## src/rtl/lcd_ctrl_if.sv

```systemverilog
// rtl/lcd_ctrl_if.sv - command strobe, HD44780 bus and status bundle for lcd_ctrl
interface lcd_ctrl_if;
   logic [31:0] i_lcd_word;
   logic        i_lcd_wr;
   logic [7:0]  i_lcd_rdata;
   logic [7:0]  o_lcd_data;
   logic        o_lcd_rs;
   logic        o_lcd_rw;
   logic        o_lcd_en;
   logic        o_lcd_on;
   logic        o_busy;
   logic [7:0]  o_rd_data;

   modport master (
      output i_lcd_word, i_lcd_wr, i_lcd_rdata,
      input  o_lcd_data, o_lcd_rs, o_lcd_rw, o_lcd_en, o_lcd_on, o_busy, o_rd_data
   );

   modport slave (
      input  i_lcd_word, i_lcd_wr, i_lcd_rdata,
      output o_lcd_data, o_lcd_rs, o_lcd_rw, o_lcd_en, o_lcd_on, o_busy, o_rd_data
   );
endinterface

```

## src/rtl/lcd_ctrl.sv

```systemverilog
// rtl/lcd_ctrl.sv - HD44780 bus sequencer with one-deep pending buffer; LCD_INIT_EN adds power-on init
module lcd_ctrl #(
   parameter int SETUP_CYC     = 3,
   parameter int PW_CYC        = 12,
   parameter int HOLD_CYC      = 2,
   parameter int EXEC_CYC      = 2000,
   parameter int EXEC_LONG_CYC = 80000
) (
   input  logic      i_clk,
   input  logic      i_reset,
   lcd_ctrl_if.slave bus
);
   function automatic int imax(input int a, input int b);
      return (a > b) ? a : b;
   endfunction

`ifdef LCD_INIT_EN
   localparam int INIT_WAIT_CYC = EXEC_LONG_CYC * 10;
`else
   localparam int INIT_WAIT_CYC = 0;
`endif
   localparam int MAX_CYC = imax(imax(imax(SETUP_CYC, PW_CYC), imax(HOLD_CYC, EXEC_CYC)),
                                 imax(EXEC_LONG_CYC, INIT_WAIT_CYC));
   localparam int CW = $clog2(MAX_CYC + 1);

   localparam logic [CW-1:0] SETUP_LAST     = CW'(SETUP_CYC - 1);
   localparam logic [CW-1:0] PW_LAST        = CW'(PW_CYC - 1);
   localparam logic [CW-1:0] HOLD_LAST      = CW'(HOLD_CYC - 1);
   localparam logic [CW-1:0] EXEC_LAST      = CW'(EXEC_CYC - 1);
   localparam logic [CW-1:0] EXEC_LONG_LAST = CW'(EXEC_LONG_CYC - 1);

   typedef enum logic [2:0] {
      IDLE, SETUP, PULSE, HOLD, EXEC
`ifdef LCD_INIT_EN
      , INIT_WAIT
`endif
   } state_t;

   state_t        state;
   logic [CW-1:0] cnt;
   logic          pend_full;
   logic [10:0]   pend_word;
   logic [7:0]    data_q;
   logic [7:0]    rd_q;
   logic          rs_q, rw_q, en_q, on_q;
   logic [10:0]   wr_word;
   logic          exec_long;
   logic [CW-1:0] exec_last;
   logic          idle_free;
   logic          drain;
   logic          wr_to_pend;

   // Packed as {on, rs, rw, data}; remaining command bits are don't-care.
   assign wr_word = {bus.i_lcd_word[31], bus.i_lcd_word[9:0]};
   wire unused_word_bits = ^bus.i_lcd_word[30:10];

   // Clear display and return home (0x01..0x03) need the long execution wait.
   assign exec_long = !rs_q && !rw_q && (data_q == 8'h01 || data_q == 8'h02 || data_q == 8'h03);
   assign exec_last = exec_long ? EXEC_LONG_LAST : EXEC_LAST;

`ifdef LCD_INIT_EN
   localparam logic [CW-1:0] INIT_LAST = CW'(INIT_WAIT_CYC - 1);

   logic       init_run;
   logic [2:0] init_idx;

   function automatic logic [7:0] init_byte(input logic [2:0] idx);
      case (idx)
         3'd0, 3'd1, 3'd2: init_byte = 8'h38;
         3'd3:             init_byte = 8'h0C;
         3'd4:             init_byte = 8'h01;
         default:          init_byte = 8'h06;
      endcase
   endfunction

   assign idle_free = !pend_full && !init_run;
   assign drain     = (state == IDLE) && pend_full && !init_run;
`else
   assign idle_free = !pend_full;
   assign drain     = (state == IDLE) && pend_full;
`endif

   // Strobes that cannot go straight onto the bus land in the pending slot.
   assign wr_to_pend = bus.i_lcd_wr && !((state == IDLE) && idle_free);

   always_ff @(posedge i_clk) begin
      if (i_reset) begin
         state     <= IDLE;
         cnt       <= '0;
         pend_full <= 1'b0;
         pend_word <= '0;
         data_q    <= '0;
         rs_q      <= 1'b0;
         rw_q      <= 1'b0;
         en_q      <= 1'b0;
         on_q      <= 1'b0;
         rd_q      <= '0;
`ifdef LCD_INIT_EN
         init_run  <= 1'b1;
         init_idx  <= '0;
`endif
      end else begin
         case (state)
            IDLE: begin
`ifdef LCD_INIT_EN
               if (init_run) begin
                  state <= INIT_WAIT;
                  cnt   <= '0;
                  on_q  <= 1'b1;
               end else
`endif
               if (pend_full) begin
                  {on_q, rs_q, rw_q, data_q} <= pend_word;
                  cnt   <= '0;
                  state <= SETUP;
               end else if (bus.i_lcd_wr) begin
                  {on_q, rs_q, rw_q, data_q} <= wr_word;
                  cnt   <= '0;
                  state <= SETUP;
               end
            end
            SETUP: begin
               if (cnt == SETUP_LAST) begin
                  cnt   <= '0;
                  en_q  <= 1'b1;
                  state <= PULSE;
               end else begin
                  cnt <= cnt + 1'b1;
               end
            end
            PULSE: begin
               if (cnt == PW_LAST) begin
                  cnt   <= '0;
                  en_q  <= 1'b0;
                  state <= HOLD;
                  if (rw_q) begin
                     rd_q <= bus.i_lcd_rdata;
                  end
               end else begin
                  cnt <= cnt + 1'b1;
               end
            end
            HOLD: begin
               if (cnt == HOLD_LAST) begin
                  cnt   <= '0;
                  state <= EXEC;
               end else begin
                  cnt <= cnt + 1'b1;
               end
            end
            EXEC: begin
               if (cnt == exec_last) begin
                  cnt   <= '0;
                  state <= IDLE;
`ifdef LCD_INIT_EN
                  if (init_run) begin
                     if (init_idx == 3'd6) begin
                        init_run <= 1'b0;
                     end else begin
                        {rs_q, rw_q} <= 2'b00;
                        data_q       <= init_byte(init_idx);
                        init_idx     <= init_idx + 3'd1;
                        state        <= SETUP;
                     end
                  end
`endif
               end else begin
                  cnt <= cnt + 1'b1;
               end
            end
`ifdef LCD_INIT_EN
            INIT_WAIT: begin
               if (cnt == INIT_LAST) begin
                  cnt          <= '0;
                  {rs_q, rw_q} <= 2'b00;
                  data_q       <= init_byte(3'd0);
                  init_idx     <= 3'd1;
                  state        <= SETUP;
               end else begin
                  cnt <= cnt + 1'b1;
               end
            end
`endif
            default: state <= IDLE;
         endcase

         if (wr_to_pend) begin
            pend_word <= wr_word;
            pend_full <= 1'b1;
         end else if (drain) begin
            pend_full <= 1'b0;
         end
      end
   end

   assign bus.o_lcd_data = data_q;
   assign bus.o_lcd_rs   = rs_q;
   assign bus.o_lcd_rw   = rw_q;
   assign bus.o_lcd_en   = en_q;
   assign bus.o_lcd_on   = on_q;
   assign bus.o_rd_data  = rd_q;
   assign bus.o_busy     = (state != IDLE) | pend_full;
endmodule

```

## src/flat_wrapper.sv

```systemverilog
// flat-port wrapper written by rule: the top's interface ports become plain ports
module lcd_ctrl_flat 
#(
   parameter int SETUP_CYC     = 3,
   parameter int PW_CYC        = 12,
   parameter int HOLD_CYC      = 2,
   parameter int EXEC_CYC      = 2000,
   parameter int EXEC_LONG_CYC = 80000
)
  (i_clk, i_reset, bus_i_lcd_word, bus_i_lcd_wr, bus_i_lcd_rdata, bus_o_lcd_data, bus_o_lcd_rs, bus_o_lcd_rw, bus_o_lcd_en, bus_o_lcd_on, bus_o_busy, bus_o_rd_data);
  lcd_ctrl_if bus_i ();
  input  logic i_clk;
  input  logic i_reset;
  input wire logic [$bits(bus_i.i_lcd_word)-1:0] bus_i_lcd_word;
  input wire logic [$bits(bus_i.i_lcd_wr)-1:0] bus_i_lcd_wr;
  input wire logic [$bits(bus_i.i_lcd_rdata)-1:0] bus_i_lcd_rdata;
  output wire logic [$bits(bus_i.o_lcd_data)-1:0] bus_o_lcd_data;
  output wire logic [$bits(bus_i.o_lcd_rs)-1:0] bus_o_lcd_rs;
  output wire logic [$bits(bus_i.o_lcd_rw)-1:0] bus_o_lcd_rw;
  output wire logic [$bits(bus_i.o_lcd_en)-1:0] bus_o_lcd_en;
  output wire logic [$bits(bus_i.o_lcd_on)-1:0] bus_o_lcd_on;
  output wire logic [$bits(bus_i.o_busy)-1:0] bus_o_busy;
  output wire logic [$bits(bus_i.o_rd_data)-1:0] bus_o_rd_data;
  assign bus_i.i_lcd_word = bus_i_lcd_word;
  assign bus_i.i_lcd_wr = bus_i_lcd_wr;
  assign bus_i.i_lcd_rdata = bus_i_lcd_rdata;
  assign bus_o_lcd_data = bus_i.o_lcd_data;
  assign bus_o_lcd_rs = bus_i.o_lcd_rs;
  assign bus_o_lcd_rw = bus_i.o_lcd_rw;
  assign bus_o_lcd_en = bus_i.o_lcd_en;
  assign bus_o_lcd_on = bus_i.o_lcd_on;
  assign bus_o_busy = bus_i.o_busy;
  assign bus_o_rd_data = bus_i.o_rd_data;
  lcd_ctrl #(.SETUP_CYC(SETUP_CYC), .PW_CYC(PW_CYC), .HOLD_CYC(HOLD_CYC), .EXEC_CYC(EXEC_CYC), .EXEC_LONG_CYC(EXEC_LONG_CYC)) u_core (.i_clk(i_clk), .i_reset(i_reset), .bus(bus_i));
endmodule
```

## config.mk

```make
export PLATFORM = sky130hd
export DESIGN_NAME = lcd_ctrl_flat
export DESIGN_NICKNAME = d
export VERILOG_FILES = /design/src/rtl/lcd_ctrl_if.sv /design/src/rtl/lcd_ctrl.sv /design/src/flat_wrapper.sv
export SDC_FILE = /design/constraint.sdc
export NUM_CORES = 1
export LEC_CHECK = 0
export ABC_AREA = 1
export BUFFER_PORTS_ARGS = -buffer_cell sky130_fd_sc_hd__buf_2
export CAP_MARGIN = 15
export CORE_ASPECT_RATIO = 0.75
export CORE_MARGIN = 1
export CORE_UTILIZATION = 40
export CTS_BUF_LIST = sky130_fd_sc_hd__clkbuf_4 sky130_fd_sc_hd__clkbuf_8 sky130_fd_sc_hd__clkbuf_16
export CTS_CLUSTER_DIAMETER = 80
export DETAILED_ROUTE_END_ITERATION = 12
export HOLD_SLACK_MARGIN = 0.15
export PLACE_DENSITY_LB_ADDON = 0.12
export REMOVE_ABC_BUFFERS = 1
export SYNTH_ARGS = -nofsm -noshare
export SYNTH_HDL_FRONTEND = slang
export SYNTH_SLANG_ARGS = --single-unit
```

## constraint.sdc

```tcl
create_clock -name i_clk -period 2.1 [get_ports i_clk]
set_input_delay 0.21 -clock i_clk [delete_from_list [all_inputs] [get_ports i_clk]]
set_output_delay 0.21 -clock i_clk [all_outputs]
set_load 0.02 [all_outputs]
```

==> summary.txt <==
Final layout
  – Finished Layout Cells: 524
  – Diode count: 0
  – Area growth syn-to-layout: 17.3%
  – Layout cells sized above 1: between 10% and 20%
  – Design area: 3190 sq um
  – Nets: slightly below 500

Detailed routing
  – Post-Route WL: 6440 um
  – Post-DRT Antenna Nets: 0
  – Starting DRC count in detailed routing: ~100
  – Total number of vias: 2562
  – DR vias/cell: between 4 and 5
  – Top routing layer used: met4
  – DR WL/cell: around 12 um
  – Pre-antenna DRT Iters: 4
  – Metal-1 WL: between 3000 and 4000 um
  – Wire length on met3: 207 um
  – Met2 Routed Length: approximately 2600 um
  – Residual DRC count: 0

Synthesis
  – Ys Warns: 0
  – Syn Area/Cell: around 6.9 sq um
  – Synth Instances: 393
  – Yosys reg bits: 52
  – Netlist cell types: 31
  – Cell Area, Synth: roughly 2700 sq um
  – Register area share after synthesis: between 30% and 40%

Timing
  – Final Cycle Share: 85.3%
  – Fin crit period: about 1.8 ns
  – Final hold viol count: 0
  – RSZ-0062 raised after global routing: false
  – Max Fclk: ~0.56 GHz
  – Measured slew at the worst slew-check pin: 0.523 ns
  – Worst Skew: 0.00573 ns
  – Slew headroom: about 65%
  – Final Slew Violations: 0
  – Fin Hold WS: between 0.15 and 0.2 ns
  – Setup TNS: 0 ns
  – Final setup viols: 0

Floorplanning
  – Starting density of the core: 42.3%
  – Die Width: around 97 um
  – Core Region: between 6000 and 7000 sq um
  – Cell Rows: 25
  – Io pins: between 60 and 70
  – Die Area: a little over 7000 sq um
  – Die Height: 73.5 um

Global routing
  – Initial antenna violation count: 0
  – Total GRT Usage: 20.1%
  – Vias in the first global route: about 2500
  – GR Overflow Total: 0
  – Global-route wire length before repair: around 12000 um
  – Largest net degree at the start of global routing: 37

Pwr
  – Pwr Total: 3.31 mW
  – Leak: approximately 1.4 nW
  – Peak supply drop: 0.000594 V
  – Power Dens Cells: 1040 nW/um^2

Worst setup path
  – Required @ worst endpoint: ~2.3 ns
  – CP Class: flip-flop to flip-flop
  – Largest fanout on the critical path: 5
  – WP data arrival: between 2 and 2.5 ns
  – Critical path startpoint category: flip-flop
  – Critical Path Sink Type: flip-flop

Clocking
  – Clock Path Buffers: 2
  – Post-CTS Setup Bufs: 0
  – Post-CTS resize count: 0
  – CTS Root Cell: clkbuf_8
  – Reg clk slew, reported paths: 0.09 ns
  – CTS tree: built
  – Clk sinks: 52
  – Clock insertion delay at the later pin of the skew report: around 0.30 ns
  – H-tree depth: 2
  – Number of clock buffers inserted by TritonCTS: 5

Place
  – Placed cell areas: about 3000 sq um
  – PortBufs: 42
  – Cells after DPL: roughly 510
  – HPWL after DPL: between 4000 and 5000 um
  – Final GP Congestion: a little over 0.8

Worst hold path
  – Hold crit path type: primary input to flip-flop

Run status
  – Outcome: complete, no violations

Job
  – Max-Cap Viols: 0
## synth_stat cells
cell type  count  area, sq um
o21bai_2       1         11.3
inv_1         47          176
nand3_2        2         20.0
xnor2_1        4         35.0
nor3_2         4         40.0
dfxtp_1       52         1040
nor4_1         1         6.26
o21ai_0       37          185
o21ai_1        2         10.0
xor2_1         6         52.6
buf_2          1         5.00
inv_2          2         7.51
nand2_2        4         25.0
nor2_1        42          158
nor3_1         1         5.00
nand3b_1       1         7.51
clkbuf_1       9         33.8
nand2_1       88          330
a21oi_1       33          165
o211ai_1       3         22.5
nor2_4         5         56.3
a21oi_2        1         8.76
ha_1           3         37.5
nor2_2         4         25.0
buf_6          2         22.5
or2_4          1         8.76
a31oi_1       10         62.6
nand2_4        2         22.5
nand4_1        5         31.3
nand3_1       16         80.1
buf_4          4         30.0
## stage by stage
step / utilization [%] / setup slack, ns
detailed placement: 46.4 / 0.321
finish: 49.6 / 0.308
CTS: 49.6 / 0.299
floorplan: - / 0.0802
global route: 49.6 / 0.0642
global placement: 46.4 / 0.333
## worst max-delay path: stages (launching register included)
cell and delay [ns]:
dfxtp_1 0.42, ha_1 0.28, nand3_2 0.17, nor2_2 0.21, nand3_1 0.15, nor2_1 0.17
xor2_1 0.16, nand2_1 0.06, a21oi_1 0.12
## cell type report
cell class,count,area [sq um]
repair buffers,59,365
flip-flops and latches,52,1040
fillers,668,3250
multi-input cells,276,1410
well taps,81,101
clock buffers,7,96.3
inverters,49,184
## routing by layer
layer	global-route usage [%]	vias to the layer above
met5	0	-
met4	4.41	0
met3	3.62	5
met2	32.6	38
met1	28.2	1157
li1	-	1362
## power breakdown
| part | leakage (nW) | internal (mW) | switching, mW | total [mW] |
|---|---|---|---|---|
| logic | 0.947 | 0.443 | 0.914 | 1.36 |
| clock network | 0.0503 | 0.295 | 0.335 | 0.630 |
| registers | 0.424 | 1.19 | 0.136 | 1.32 |
| total | 1.42 | 1.92 | 1.39 | 3.31 |
## cell usage in the layout (no fill, tap or decap), drive strengths merged
cell / n
a21oi: 34
a31oi: 10
buf: 48
clkbuf: 7
dfxtp: 52
dlygate4sd3: 11
ha: 3
inv: 49
nand2: 94
nand3: 18
nand3b: 1
nand4: 5
nor2: 51
nor3: 5
nor4: 1
o211ai: 3
o21ai: 39
o21bai: 1
or2: 1
xnor2: 4
xor2: 6
## final timing paths
| check | start | end | slack [ns] | depth (start not counted) |
|---|---|---|---|---|
| worst max-delay path | u_core.cnt[1] | u_core.cnt[10] | 0.31 | 8 |
| worst min-delay path | bus_i_lcd_word[8] | u_core.pend_word[8] | 0.16 | 3 |
| worst max register to register | u_core.cnt[1] | u_core.cnt[10] | 0.31 | 8 |
| worst min register to register | u_core.bus.o_lcd_en | u_core.bus.o_lcd_en | 0.47 | 2 |
## registers in the layout, summed over array words and instances, names as in the netlist
name and count:
u_core.bus.o_lcd_on 1, u_core.bus.o_lcd_data 8, u_core.state 3, u_core.cnt 17, u_core.bus.o_lcd_rs 1, u_core.bus.o_lcd_rw 1, u_core.bus.o_lcd_en 1, u_core.bus.o_rd_data 8
u_core.pend_full 1, u_core.pend_word 11
## cells by family after synthesis
group	count (synthesis)	share of synthesized area, %
buffers and inverters	65	10.1
AOI/OAI and AO/OA	87	17.1
adders and majority gates	3	1.38
xor gates and xnor gates	10	3.22
DFF	52	38.2
and+or+nand+nor	176	30.0
## timing repair
| item | CTS | global route |
|---|---|---|
| setup endpoints to repair | 0 | 0 |
| hold endpoints to repair | 11 | 0 |
| hold buffers | 11 | 0 |
Note: power is estimated with default switching activity, not from simulation.
